<file path="config.mk">
export PLATFORM = sky130hd
export DESIGN_NAME = score_packer_flat
export DESIGN_NICKNAME = d
export VERILOG_FILES = /design/src/rtl/score_packer_if.sv /design/src/rtl/score_packer.sv /design/src/flat_wrapper.sv
export SDC_FILE = /design/constraint.sdc
export NUM_CORES = 1
export LEC_CHECK = 0
export ABC_AREA = 1
export ABC_CLOCK_PERIOD_IN_PS = 2050
export CAP_MARGIN = 0
export CORE_MARGIN = 3
export CORE_UTILIZATION = 45
export DETAILED_ROUTE_END_ITERATION = 12
export PLACE_DENSITY = 0.75
export SKIP_LAST_GASP = 1
export SYNTH_ARGS = -nofsm -noshare
export SYNTH_HDL_FRONTEND = slang
export SYNTH_SLANG_ARGS = --single-unit
</file>
<file path="constraint.sdc">
create_clock -name clk -period 2.05 [get_ports clk]
set_input_delay 0.3075 -clock clk [delete_from_list [all_inputs] [get_ports clk]]
set_output_delay 0.3075 -clock clk [all_outputs]
set_load 0.1 [all_outputs]
</file>
<file path="src/rtl/score_packer_if.sv">
// Score stream in, packed vector / load strobe out, comparator valid back.
// slave is the packer side; master is the side driving scores and the comparator.
interface score_packer_if #(
    parameter int DATA_WIDTH = 8,
    parameter int N          = 10
);
    logic                    in_valid;
    logic [DATA_WIDTH-1:0]   in_data;
    logic                    in_last;
    logic                    in_ready;
    logic                    result_valid;
    logic [N*DATA_WIDTH-1:0] data_out;
    logic                    load;
    logic                    frame_err;

    modport slave (
        input  in_valid, in_data, in_last, result_valid,
        output in_ready, data_out, load, frame_err
    );

    modport master (
        output in_valid, in_data, in_last, result_valid,
        input  in_ready, data_out, load, frame_err
    );
endinterface

</file>
<file path="src/rtl/score_packer.sv">
// Packs N streamed scores into one vector, strobes the argmax comparator,
// and holds the vector until the comparator answers.
module score_packer #(
    parameter int DATA_WIDTH  = 8,
    parameter int N           = 10,
    parameter int INDEX_WIDTH = $clog2(N)
) (
    input  logic          clk,
    input  logic          rst_n,
    score_packer_if.slave bus
);
    typedef enum logic [1:0] {FILL, LOAD, WAIT_RES} state_t;

    state_t                             state_q, state_d;
    logic [INDEX_WIDTH-1:0]             idx_q, idx_d;
    logic [N-1:0][DATA_WIDTH-1:0]       data_q, data_d;
    logic                               load_q, load_d;
    logic                               err_q, err_d;
    logic                               last_slot;

    assign last_slot = (idx_q == INDEX_WIDTH'(N - 1));

    always_ff @(posedge clk or negedge rst_n) begin
        if (!rst_n) begin
            state_q <= FILL;
            idx_q   <= '0;
            data_q  <= '0;
            load_q  <= 1'b0;
            err_q   <= 1'b0;
        end else begin
            state_q <= state_d;
            idx_q   <= idx_d;
            data_q  <= data_d;
            load_q  <= load_d;
            err_q   <= err_d;
        end
    end

    always_comb begin
        state_d = state_q;
        idx_d   = idx_q;
        data_d  = data_q;
        load_d  = 1'b0;
        err_d   = 1'b0;
        unique case (state_q)
            FILL: begin
                if (bus.in_valid) begin
                    data_d[idx_q] = bus.in_data;
                    // Frame closes on the last slot or on in_last; exactly one of
                    // the two alone means the frame was malformed.
                    if (last_slot || bus.in_last) begin
                        state_d = LOAD;
                        load_d  = 1'b1;
                        err_d   = (last_slot != bus.in_last);
                    end else begin
                        idx_d = idx_q + 1'b1;
                    end
                end
            end
            LOAD: state_d = WAIT_RES;
            WAIT_RES: begin
                if (bus.result_valid) begin
                    state_d = FILL;
                    idx_d   = '0;
                    data_d  = '0;
                end
            end
            default: state_d = FILL;
        endcase
    end

    assign bus.in_ready  = (state_q == FILL);
    assign bus.data_out  = data_q;
    assign bus.load      = load_q;
    assign bus.frame_err = err_q;
endmodule

</file>
<file path="src/flat_wrapper.sv">
// flat-port wrapper written by rule: the top's interface ports become plain ports
module score_packer_flat 
#(
    parameter int DATA_WIDTH  = 8,
    parameter int N           = 10,
    parameter int INDEX_WIDTH = $clog2(N)
)
  (clk, rst_n, bus_in_valid, bus_in_data, bus_in_last, bus_result_valid, bus_in_ready, bus_data_out, bus_load, bus_frame_err);
  score_packer_if #(.DATA_WIDTH(DATA_WIDTH), .N(N)) bus_i ();
  input  logic clk;
  input  logic rst_n;
  input wire logic [$bits(bus_i.in_valid)-1:0] bus_in_valid;
  input wire logic [$bits(bus_i.in_data)-1:0] bus_in_data;
  input wire logic [$bits(bus_i.in_last)-1:0] bus_in_last;
  input wire logic [$bits(bus_i.result_valid)-1:0] bus_result_valid;
  output wire logic [$bits(bus_i.in_ready)-1:0] bus_in_ready;
  output wire logic [$bits(bus_i.data_out)-1:0] bus_data_out;
  output wire logic [$bits(bus_i.load)-1:0] bus_load;
  output wire logic [$bits(bus_i.frame_err)-1:0] bus_frame_err;
  assign bus_i.in_valid = bus_in_valid;
  assign bus_i.in_data = bus_in_data;
  assign bus_i.in_last = bus_in_last;
  assign bus_i.result_valid = bus_result_valid;
  assign bus_in_ready = bus_i.in_ready;
  assign bus_data_out = bus_i.data_out;
  assign bus_load = bus_i.load;
  assign bus_frame_err = bus_i.frame_err;
  score_packer #(.DATA_WIDTH(DATA_WIDTH), .N(N), .INDEX_WIDTH(INDEX_WIDTH)) u_core (.clk(clk), .rst_n(rst_n), .bus(bus_i));
endmodule
</file>
==> results.json <==
{
  "setup_tns_ns": 0,
  "htreeDepth": 3,
  "wire_per_inst_um": 14.5,
  "synth.distinct_cells": 20,
  "fill_cells": 747,
  "final_area_sq_mm": 0.00509,
  "required_ns": 2.30,
  "top_layer": "met4",
  "multi_input_area_sq_mm": 0.00148,
  "numPortBuffers": 95,
  "crit_type": "reg2reg",
  "slew_headroom": 0.572,
  "avgSynthCellArea_sq_um": 8.44,
  "crit_arrival_ns": 2.12,
  "slowest_delay_ns": 0.42,
  "cp_slowest_cell": "dfrtp_1",
  "ios": 96,
  "yosysSeqAreaShare": 0.555,
  "max_freq_mhz": 535,
  "final_max_slew_viol_count": 0,
  "drtAntennaViolNets": 0,
  "path_cells": "inv_1 > ha_1 > nand3_1 > ha_1 > inv_1 > nand2_1 > nand2_1 > nor2_2 > inv_1 > nand2_1 > nand2_1",
  "rows": 33,
  "dr.pass1.iters": 5,
  "drcViolationCount": 0,
  "via_count": 3331,
  "critPathLaunch": "u_core.idx_q[1]",
  "cpMostUsedCell": "nand2_1",
  "outcome": "completed",
  "synth-seq-cells": 88,
  "seqCellArea_sq_mm": 0.00220,
  "die_x_um": 99.9,
  "holdCritStartpoint": "u_core.bus.data_out[77]",
  "cp_max_fo": 6,
  "ctsHoldBuffers": 1,
  "worstSetupStartpointType": "flop",
  "track_usage": 0.215,
  "post_cts_resized": 0,
  "drive_above_1_share": 0.223,
  "final_core_util": 0.607,
  "clock_latency_ns": 0.35,
  "syn_to_final_growth_pct": 28.2,
  "num-nets-final": 602,
  "dr_wl_met3_um": 617,
  "postSynthCellCount": 470,
  "drt-total-wl_mm": 10.1,
  "cts.sinks": 88,
  "hpwl_mm": 6.89,
  "num_antenna_cells": 0,
  "cts_setup_buffers": 0,
  "grt-ovfl-total": 0,
  "synth_fp_nets": 488,
  "core_sq_mm": 0.00838,
  "tightest_slew_ns": 0.641,
  "crit_buf_inv": 3,
  "final-setup-viol-count": 0,
  "rsz0062_at_grt": "no",
  "die_area_sq_mm": 0.00998,
  "cts-buffers-inserted": 9,
  "wl_met2_mm": 4.76,
  "synth-async-reset-ratio": 1.00,
  "die_y_um": 99.9,
  "hold_slack_ns": 0.476,
  "timing.rr.start": "u_core.idx_q[1]",
  "synth_edf_count": 0,
  "wl_met1_mm": 4.58,
  "fin_crit_ns": 1.87,
  "routabilityCongestion": 0.916,
  "via_per_inst": 4.81,
  "root_buffer": "clkbuf_8",
  "grt_max_degree": 49,
  "yosysWarnings": 0,
  "hold_path.class": "reg2reg",
  "cp-end-kind": "flop",
  "synthFlopType": "dfrtp_1",
  "period_share": 0.911,
  "cts_tree": "built",
  "syn_area_sq_mm": 0.00397,
  "clk_pin_slew_ns": 0.08,
  "grt_antenna_before_repair": 0,
  "hold_violations": 0,
  "clock_path_buffers": 2,
  "r2r_slack_ns": 0.18,
  "crit_family": "simple AND/OR/NAND/NOR gates",
  "finClkSkew_ns": 0.00690,
  "grt_pass1_vias": 3270,
  "maxCapViolCount": 0,
  "grt_first_pass_wirelength_mm": 16.8,
  "placed_cell_area_sq_mm": 0.00490,
  "drtIter0Drc": 147,
  "initial_core_util": 0.473
}
==> worst reg2reg max path, stage by stage, from the launching register on <==
cell and delay (ns):
dfrtp_1 0.42, inv_1 0.10, ha_1 0.26, nand3_1 0.15
ha_1 0.24, inv_1 0.05, nand2_1 0.06, nand2_1 0.06
nor2_2 0.20, inv_1 0.10, nand2_1 0.07, nand2_1 0.05
==> cell usage after synthesis (2+ instances only) <==
library cell / count / area, sq um
nand4_1: 8 / 50.1
nand3_1: 8 / 40.0
ha_1: 5 / 62.6
inv_1: 62 / 233
dfrtp_1: 88 / 2200
o21bai_1: 32 / 240
buf_6: 4 / 45.0
nor2_1: 4 / 15.0
o21ai_0: 2 / 10.0
nor2_2: 13 / 81.3
nand2_1: 230 / 863
a21oi_1: 5 / 25.0
nand3_4: 2 / 35.0
==> layout by cell type (no fill, tap or decap) <==
cell type and n:
inv_1 62, clkbuf_8 11, nand3_4 2, a21boi_0 1
nor2_4 1, buf_12 2, nand2_2 1, inv_2 1
o21ai_0 2, nor2_8 1, buf_4 94, dlygate4sd3_1 1
nor2_2 13, ha_1 5, clkinv_2 4, o21bai_1 32
nand4_1 8, clkdlybuf4s50_1 11, dfrtp_1 88, nand2_1 230
a21oi_1 5, nand2_4 1, nand3_1 8, nor2_1 4
==> final timing paths <==
path,endpoint,cells after the start
min,u_core.bus.data_out[77],2
max reg2reg,u_core.idx_q[0],11
min reg2reg,u_core.bus.data_out[77],2
max,u_core.idx_q[0],11
max in group asynchronous,u_core.bus.data_out[59],3
min in group asynchronous,u_core.bus.data_out[21],2
==> state kept, by name, summed over array words and instances (netlist names) <==
| name | cells |
|---|---|
| u_core.bus.data_out | 80 |
| u_core.idx_q | 4 |
| u_core.state_q | 2 |
| u_core.bus.frame_err | 1 |
| u_core.bus.load | 1 |
==> metal layers <==
metal / vias to the layer above / global-route usage
met5: - / 0
met4: 0 / 0.0609
met3: 12 / 0.0479
met2: 98 / 0.344
met1: 1566 / 0.295
li1: 1655 / -
==> cells by family (layout without fill, tap and decap cells) <==
family	count (synthesis)	after routing	synth area share
compound gates	40	40	0.0713
fa+ha+maj	5	5	0.0158
buf+inv	68	186	0.0722
flops	88	88	0.555
simple gates	269	269	0.286
==> cell type report <==
cell class,count,share of cell area
multi-input combinational,314,0.291
timing repair buffer,108,0.170
clock inverter,4,0.00394
tap,105,0.0258
clock buffer,11,0.0298
sequential,88,0.433
inverter,63,0.0465
==> metrics by stage <==
stage,setup WS (ns),cells
detailed placement,0.130,677
global route,0.0149,693
floorplan,0.485,470
CTS,0.202,693
global placement,0.210,677
finish,0.182,693
Power is not shown: default switching activity piles up to over one toggle a cycle in this logic, so the estimate is an artifact.
